`src/rtl/uart_pkg.sv`:
```
// Shared UART definitions: receiver state encoding and oversampling constants.
// The transmitter imports these too.
package uart_pkg;
   typedef enum logic [1:0] {IDLE, START, DATA, STOP} rx_state_t;

   localparam int OVERSAMPLE = 16;
   localparam int MID_TICK   = 7;

   // Counter width able to hold 0..n-1, never narrower than one bit.
   function automatic int cnt_width(input int n);
      return (n > 1) ? $clog2(n) : 1;
   endfunction
endpackage

```
`src/rtl/sync_2ff.sv`:
```
// Two-flop synchronizer for asynchronous single-bit inputs.
// The reset value is a parameter so idle-high lines stay quiet through reset.
module sync_2ff #(
   parameter logic RST_VAL = 1'b0
) (
   input  logic clk,
   input  logic reset,
   input  logic d,
   output logic q
);
   logic meta;

   always_ff @(posedge clk or posedge reset) begin
      if (reset) begin
         meta <= RST_VAL;
         q    <= RST_VAL;
      end else begin
         meta <= d;
         q    <= meta;
      end
   end
endmodule

```
`src/rtl/uart_rx.sv`:
```
// Oversampling UART receiver: start bit, DBIT data bits LSB first, stop bit.
// Delivers each word with a one-cycle done strobe and a framing-error flag.
//
// state | meaning
// IDLE  | line high, waiting for a low level on rx_s
// START | counting to the start-bit midpoint, rejecting glitches
// DATA  | sampling one data bit every 16 ticks
// STOP  | waiting SB_TICK ticks, then sampling the stop bit
module uart_rx
   import uart_pkg::*;
#(
   parameter int DBIT    = 8,
   parameter int SB_TICK = 16
) (
   input  logic            clk,
   input  logic            reset,
   input  logic            rx,
   input  logic            s_tick,
   output logic            rx_done_tick,
   output logic [DBIT-1:0] dout,
   output logic            frame_err
);
   localparam int SW = (cnt_width(SB_TICK) > 5) ? cnt_width(SB_TICK) : 5;
   localparam int NW = cnt_width(DBIT);

   localparam logic [SW-1:0] S_MID  = SW'(MID_TICK);
   localparam logic [SW-1:0] S_BIT  = SW'(OVERSAMPLE - 1);
   localparam logic [SW-1:0] S_STOP = SW'(SB_TICK - 1);
   localparam logic [NW-1:0] N_LAST = NW'(DBIT - 1);

   rx_state_t       state_reg, state_next;
   logic [SW-1:0]   s_reg, s_next;
   logic [NW-1:0]   n_reg, n_next;
   logic [DBIT-1:0] b_reg, b_next;
   logic [DBIT-1:0] dout_next;
   logic            ferr_next, done_next;
   logic            rx_s;

   sync_2ff #(.RST_VAL(1'b1)) u_rx_sync (
      .clk   (clk),
      .reset (reset),
      .d     (rx),
      .q     (rx_s)
   );

   always_ff @(posedge clk or posedge reset) begin
      if (reset) begin
         state_reg    <= IDLE;
         s_reg        <= '0;
         n_reg        <= '0;
         b_reg        <= '0;
         dout         <= '0;
         frame_err    <= 1'b0;
         rx_done_tick <= 1'b0;
      end else begin
         state_reg    <= state_next;
         s_reg        <= s_next;
         n_reg        <= n_next;
         b_reg        <= b_next;
         dout         <= dout_next;
         frame_err    <= ferr_next;
         rx_done_tick <= done_next;
      end
   end

   always_comb begin
      state_next = state_reg;
      s_next     = s_reg;
      n_next     = n_reg;
      b_next     = b_reg;
      dout_next  = dout;
      ferr_next  = frame_err;
      done_next  = 1'b0;

      unique case (state_reg)
         IDLE: begin
            // A tick coinciding with this transition is deliberately not counted.
            if (!rx_s) begin
               state_next = START;
               s_next     = '0;
            end
         end
         START: begin
            if (s_tick) begin
               if (s_reg == S_MID) begin
                  if (!rx_s) begin
                     state_next = DATA;
                     s_next     = '0;
                     n_next     = '0;
                  end else begin
                     state_next = IDLE;
                  end
               end else begin
                  s_next = s_reg + 1'b1;
               end
            end
         end
         DATA: begin
            if (s_tick) begin
               if (s_reg == S_BIT) begin
                  s_next = '0;
                  b_next = {rx_s, b_reg[DBIT-1:1]};
                  if (n_reg == N_LAST) state_next = STOP;
                  else                 n_next     = n_reg + 1'b1;
               end else begin
                  s_next = s_reg + 1'b1;
               end
            end
         end
         STOP: begin
            if (s_tick) begin
               if (s_reg == S_STOP) begin
                  dout_next  = b_reg;
                  ferr_next  = ~rx_s;
                  done_next  = 1'b1;
                  state_next = IDLE;
               end else begin
                  s_next = s_reg + 1'b1;
               end
            end
         end
         default: state_next = IDLE;
      endcase
   end
endmodule

```
`config.mk`:
```
export PLATFORM = sky130hd
export DESIGN_NAME = uart_rx
export DESIGN_NICKNAME = d
export VERILOG_FILES = /design/src/rtl/uart_pkg.sv /design/src/rtl/sync_2ff.sv /design/src/rtl/uart_rx.sv
export SDC_FILE = /design/constraint.sdc
export NUM_CORES = 1
export LEC_CHECK = 0
export CAP_MARGIN = 20
export CORE_ASPECT_RATIO = 0.8
export CORE_MARGIN = 1.5
export CORE_UTILIZATION = 65
export CTS_CLUSTER_DIAMETER = 60
export DETAILED_ROUTE_END_ITERATION = 8
export DONT_BUFFER_PORTS = 1
export GPL_ROUTABILITY_DRIVEN = 0
export MAX_ROUTING_LAYER = met4
export PLACE_DENSITY = 0.81
export SLEW_MARGIN = 20
export SYNTH_ARGS = -nofsm -noshare
export SYNTH_HDL_FRONTEND = slang
export SYNTH_SLANG_ARGS = --single-unit
export TNS_END_PERCENT = 1
```
`constraint.sdc`:
```
create_clock -name clk -period 4.1 [get_ports clk]
set_clock_uncertainty 0.15 [all_clocks]
set_input_delay 0.82 -clock clk [delete_from_list [all_inputs] [get_ports clk]]
set_output_delay 0.82 -clock clk [all_outputs]
set_load 0.02 [all_outputs]
```
* Word-level counts from Yosys, hierarchy flattened
Index checks and enable logic that the tools add are counted.
** Storage, ports and cells
- Register bits :: 30
- Latch bits :: 0
- Bits in writable memories :: 0
- ROM bits :: 0
- Input port bits :: 4
- Logic and storage cells :: 64
- Memories kept :: 0
** Cells by class
- Add/subtract/negate cells :: 2
- $mul :: 0
- Div/mod/pow operators :: 0
- Magnitude comparators :: 0
- Equality and inequality tests :: 17
- Shifts and indexed selects :: 0
- Muxes and demuxes :: 28
- Bitwise logic cells :: 1
- Reductions and logical operators :: 7
** Operators with widths (number)
- $mux W5 :: 7
- $ne A2 B2 Y1 const B :: 11
- $pmux W5 S4 :: 1
- $mux W2 :: 9
- $mux W3 :: 6
- $pmux W2 S4 :: 1
- $reduce_and A8 Y1 :: 1
- $reduce_and A7 Y1 :: 1
- $pmux W3 S2 :: 1
- $reduce_and A3 Y1 :: 2
- $add A5 B1 Y5 const B :: 1
- $eq A5 B3 Y1 const B :: 1
- $eq A5 B4 Y1 const B :: 1
- $eq A2 B2 Y1 const B :: 2
- $reduce_and A4 Y1 :: 1
- $add A3 B1 Y3 const B :: 1
- $eq A3 B3 Y1 const B :: 1
- $mux W1 :: 3
- $eq A2 B1 Y1 const B :: 1
- $logic_not A2 Y1 :: 1
- $reduce_bool A2 Y1 :: 1
- $not A1 Y1 :: 1

* Longest topological paths before layout
- Depth after elaboration :: 5
- Depth in mapped cells :: 6
- Depth with buffers taken out :: 6

* Modules after synthesis
A second synthesis with hierarchy kept.
** Second synthesis, totals
- Cells, all modules :: 113
- Area total of the unflattened synthesis :: 1407.6 µm²
** Modules (own cells, without submodules)
- uart_rx :: times used 1, cells each 110, area each 1351.3 µm²
- sync_2ff :: times used 1, cells each 3, area each 56.3 µm²

* Worst setup path before layout
No wires, ideal clock.
- Path type :: input port to flip-flop
- From :: input port s_tick
- To :: register dout[0]
- Setup time :: 0.125 ns
- Data arrival time :: 1.647 ns
- Data required time :: 3.825 ns
- Setup slack :: 2.178 ns
- Cell stages on the path :: 4
- Path buffers :: 1
- Path through :: and4b_2 nand4_1 buf_2 mux2_2
** Between the ends
- Cells in the longest elaborated chain, start to end :: 1
** RTL lines
- start: declaration :: line uart_rx.sv:18 : input logic s_tick,
- $reduce_and A3 Y1 (no line)
- end signal: assignment :: line uart_rx.sv:60 : dout <= dout_next;
- end: declaration :: line uart_rx.sv:20 : output logic [DBIT-1:0] dout,
Every way passes these cells.
A chain may end at the register's enable or synchronous reset.

* Worst setup path after layout
- From :: register s_reg[1]
- To :: register dout[5]
** Between the ends
- Cells in the longest elaborated chain, start to end :: 2
** RTL lines
- start: declaration :: line uart_rx.sv:32 : logic [SW-1:0] s_reg, s_next;
- start signal: assignment :: line uart_rx.sv:57 : s_reg <= s_next;
- $eq A5 B4 Y1 :: line uart_rx.sv:112 : if (s_reg == S_STOP) begin
- $reduce_and A3 Y1 (no line)
Every way passes these cells.

==> qor.txt <==
status -> complete, no violations
Hold EP -> u_rx_sync.q
commonest non-fill, non-tap cell in the layout -> dfrtp_1
fmax -> 484 MHz
Yosys reg bits -> 30
Reg2Reg Depth -> 4
antenna viol nets, final -> 0
IO Count -> 14
Worst R2R End -> dout[5]
Slew headroom -> 59.1%
CP Launch Type -> flip-flop
maxcap violations -> 0
number of global-route vias before repair -> 890
CTS Root Cell -> clkbuf_4
post-CTS sizing -> 0
Worst Hold Depth -> 0
Fill cells -> 126
post-place instance area -> 1390 um2
detailed-route DRC error count -> 0
Row Count -> 14
hold path start -> u_rx_sync.meta
largest stage delay on the critical path -> 0.45 ns
clock latency on the worst-skew pair -> 0.33 ns
met2 wire length -> 1.17 mm
drt wl/cell -> 17.4 um
total grt overflow -> 0
total number of vias -> 892
Final setup viols -> 0
slew of the pin with the lowest slew margin -> 0.613 ns
post-synthesis area per instance -> 12.5 um2
Total GRT Usage -> 26.2%
nets@finish -> 122
initial DRC count -> 14
top sig layer -> met4
syn nets -> 119
crit path capture type -> flip-flop
area of the core -> 1940 um2
Leak -> 0.709 nW
M1 wire length -> 1.09 mm
CTS max path bufs -> 2
DP Wirelength -> 1.66 mm
Cell Chain, Critical Path -> ha_1, and4b_2, nand4_1, mux2_2
critical setup path kind -> flip-flop to flip-flop
DIE HEIGHT -> 44.3 um
reg2reg setup slack -> 2.03 ns
final setup margin -> 2.03 ns
total power -> 0.000776 W
first-pass GRT wire length -> 4.06 mm
final hold vios -> 0
Reg2Reg Launch Point -> s_reg[1]
most frequent cells in the layout -> 28 x dfrtp_1, 17 x mux2_2, 8 x nand2_1
DRT Pass-1 Iters -> 4
Slowest-stage cell, CP -> mux2_2
Period minus WS final -> 2.07 ns
Cell Area, Synth -> 1380 um2
post-route cell area -> 1470 um2
Worst Path Max Fanout -> 11
Post-Place Worst Slack -> 1.88 ns
number of port buffers -> 0
initial antenna violation count -> 0
fin crit share -> 50.4%
CTS clk-pin slew, worst paths -> 0.08 ns
layout cells sized above 1 -> 30.4%
min-delay worst type -> flip-flop to flip-flop
routed vias/inst -> 6.42
H-tree depth -> 2
max-slew violation count -> 0
Area Growth Syn to Fin -> 5.97%
Yosys warnings -> 0
width of the die -> 54.6 um
Starting Density -> 71.1%
CTS hold repair buffers -> 0
Netlist cell types -> 35
sequential area share after synthesis -> 54.5%
Gate Count Post-Synth -> 111
CTS tree -> yes
WL final -> 2.42 mm
Worst EP required -> 4.17 ns
post-CTS setup buffer count -> 0
RSZ-0062 raised after global routing -> no
largest net degree at the start of global routing -> 31
clock sink total -> 30
CTS Buf Count -> 5
diode count -> 0
Peak VDD IR -> 552 uV
full die area -> 2410 um2
PwrDens -> 530 nW/um2
met3 wire length -> 95 um
setup_tns -> 0 ns
critical path arrival -> 2.13 ns
-- worst max path at each step --
| stage | from | end | slack (ns) | cells past startpoint |
|---|---|---|---|---|
| finish | s_reg[1] | dout[5] | 2.03 | 4 |
| floorplan | s_tick | dout[0] | 2.18 | 4 |
| global placement | s_tick | dout[3] | 1.94 | 3 |
| CTS | s_reg[1] | dout[5] | 2.01 | 4 |
| global route | s_reg[0] | dout[6] | 1.90 | 4 |
| detailed placement | s_tick | dout[5] | 1.88 | 3 |
-- logic make-up (layout without fill, tap and decap cells) --
kind of cell             after synthesis  after routing  share of synthesized area, %
adder cells (fa/ha/maj)                4              4                          3.62
XOR/XNOR                               1              1                         0.634
multiplexers                          17             17                          13.8
flip-flops                            30             30                          54.5
buffers and inverters                  9             13                          3.26
AND/OR/NAND/NOR                       27             27                          12.3
AO/OA/AOI/OAI                         23             23                          11.9
-- synthesized netlist by cell type --
| cell | n | area, um2 |
|---|---|---|
| dfrtp_1 | 28 | 701 |
| mux2_2 | 17 | 191 |
| nand2_1 | 8 | 30.0 |
| o21ai_0 | 7 | 35.0 |
| inv_1 | 5 | 18.8 |
| ha_1 | 4 | 50.1 |
| nor2_1 | 4 | 15.0 |
| a21oi_1 | 3 | 15.0 |
| buf_2 | 3 | 15.0 |
| nand3_1 | 3 | 15.0 |
| a21o_2 | 2 | 17.5 |
| a22o_1 | 2 | 17.5 |
| dfstp_2 | 2 | 52.6 |
| o221ai_1 | 2 | 17.5 |
| a221oi_1 | 1 | 8.76 |
| a311oi_1 | 1 | 8.76 |
| a31oi_1 | 1 | 6.26 |
| a32oi_1 | 1 | 8.76 |
| and3b_4 | 1 | 12.5 |
| and4b_2 | 1 | 11.3 |
| buf_6 | 1 | 11.3 |
| nand2_4 | 1 | 11.3 |
| nand4_1 | 1 | 6.26 |
| nand4b_1 | 1 | 8.76 |
| nor2b_1 | 1 | 6.26 |
| nor3_1 | 1 | 5.00 |
| nor3_4 | 1 | 16.3 |
| nor3b_1 | 1 | 7.51 |
| nor4b_1 | 1 | 8.76 |
| nor4bb_1 | 1 | 10.0 |
| o22a_2 | 1 | 10.0 |
| o2bb2ai_1 | 1 | 8.76 |
| o32a_1 | 1 | 10.0 |
| or3_1 | 1 | 6.26 |
| xnor2_1 | 1 | 8.76 |
-- through the flow --
stage / utilization, % / std cells / hold WS, ns
2_1_floorplan: - / 111 / 0.195
3_3_place_gp: 71.3 / 131 / 0.198
3_5_place_dp: 71.3 / 131 / 0.200
4_1_cts: 75.4 / 139 / 0.217
5_1_grt: 75.4 / 139 / 0.220
6_report: 75.4 / 139 / 0.213
-- where the power goes --
part           switching [W]  total, W  internal [W]
Clock              0.0000959  0.000213      0.000117
Combinational      0.0000868  0.000166     0.0000791
Sequential         0.0000681  0.000397      0.000329
Total               0.000251  0.000776      0.000525
-- cell type report --
class	count	area, um2	area share (%)
Sequential cell	30	753	51.4
Multi-Input combinational cell	72	584	39.9
Clock buffer	8	78.8	5.38
Tap cell	24	30.0	2.05
Inverter	5	18.8	1.28
-- metal layers --
layer  up-vias  track usage [%]
met2        25             38.1
met5         -                -
li1        417                -
met4         0             16.5
met3         6             8.11
met1       444             31.6
-- worst max-delay path, delay by kind of cell (launching register included) --
family,cells,cell delay (ns)
AND/OR/NAND/NOR,2,0.70
adder cells (fa/ha/maj),1,0.28
multiplexers,1,0.45
flip-flops,1,0.39
Note: power is estimated with default switching activity, not from simulation.
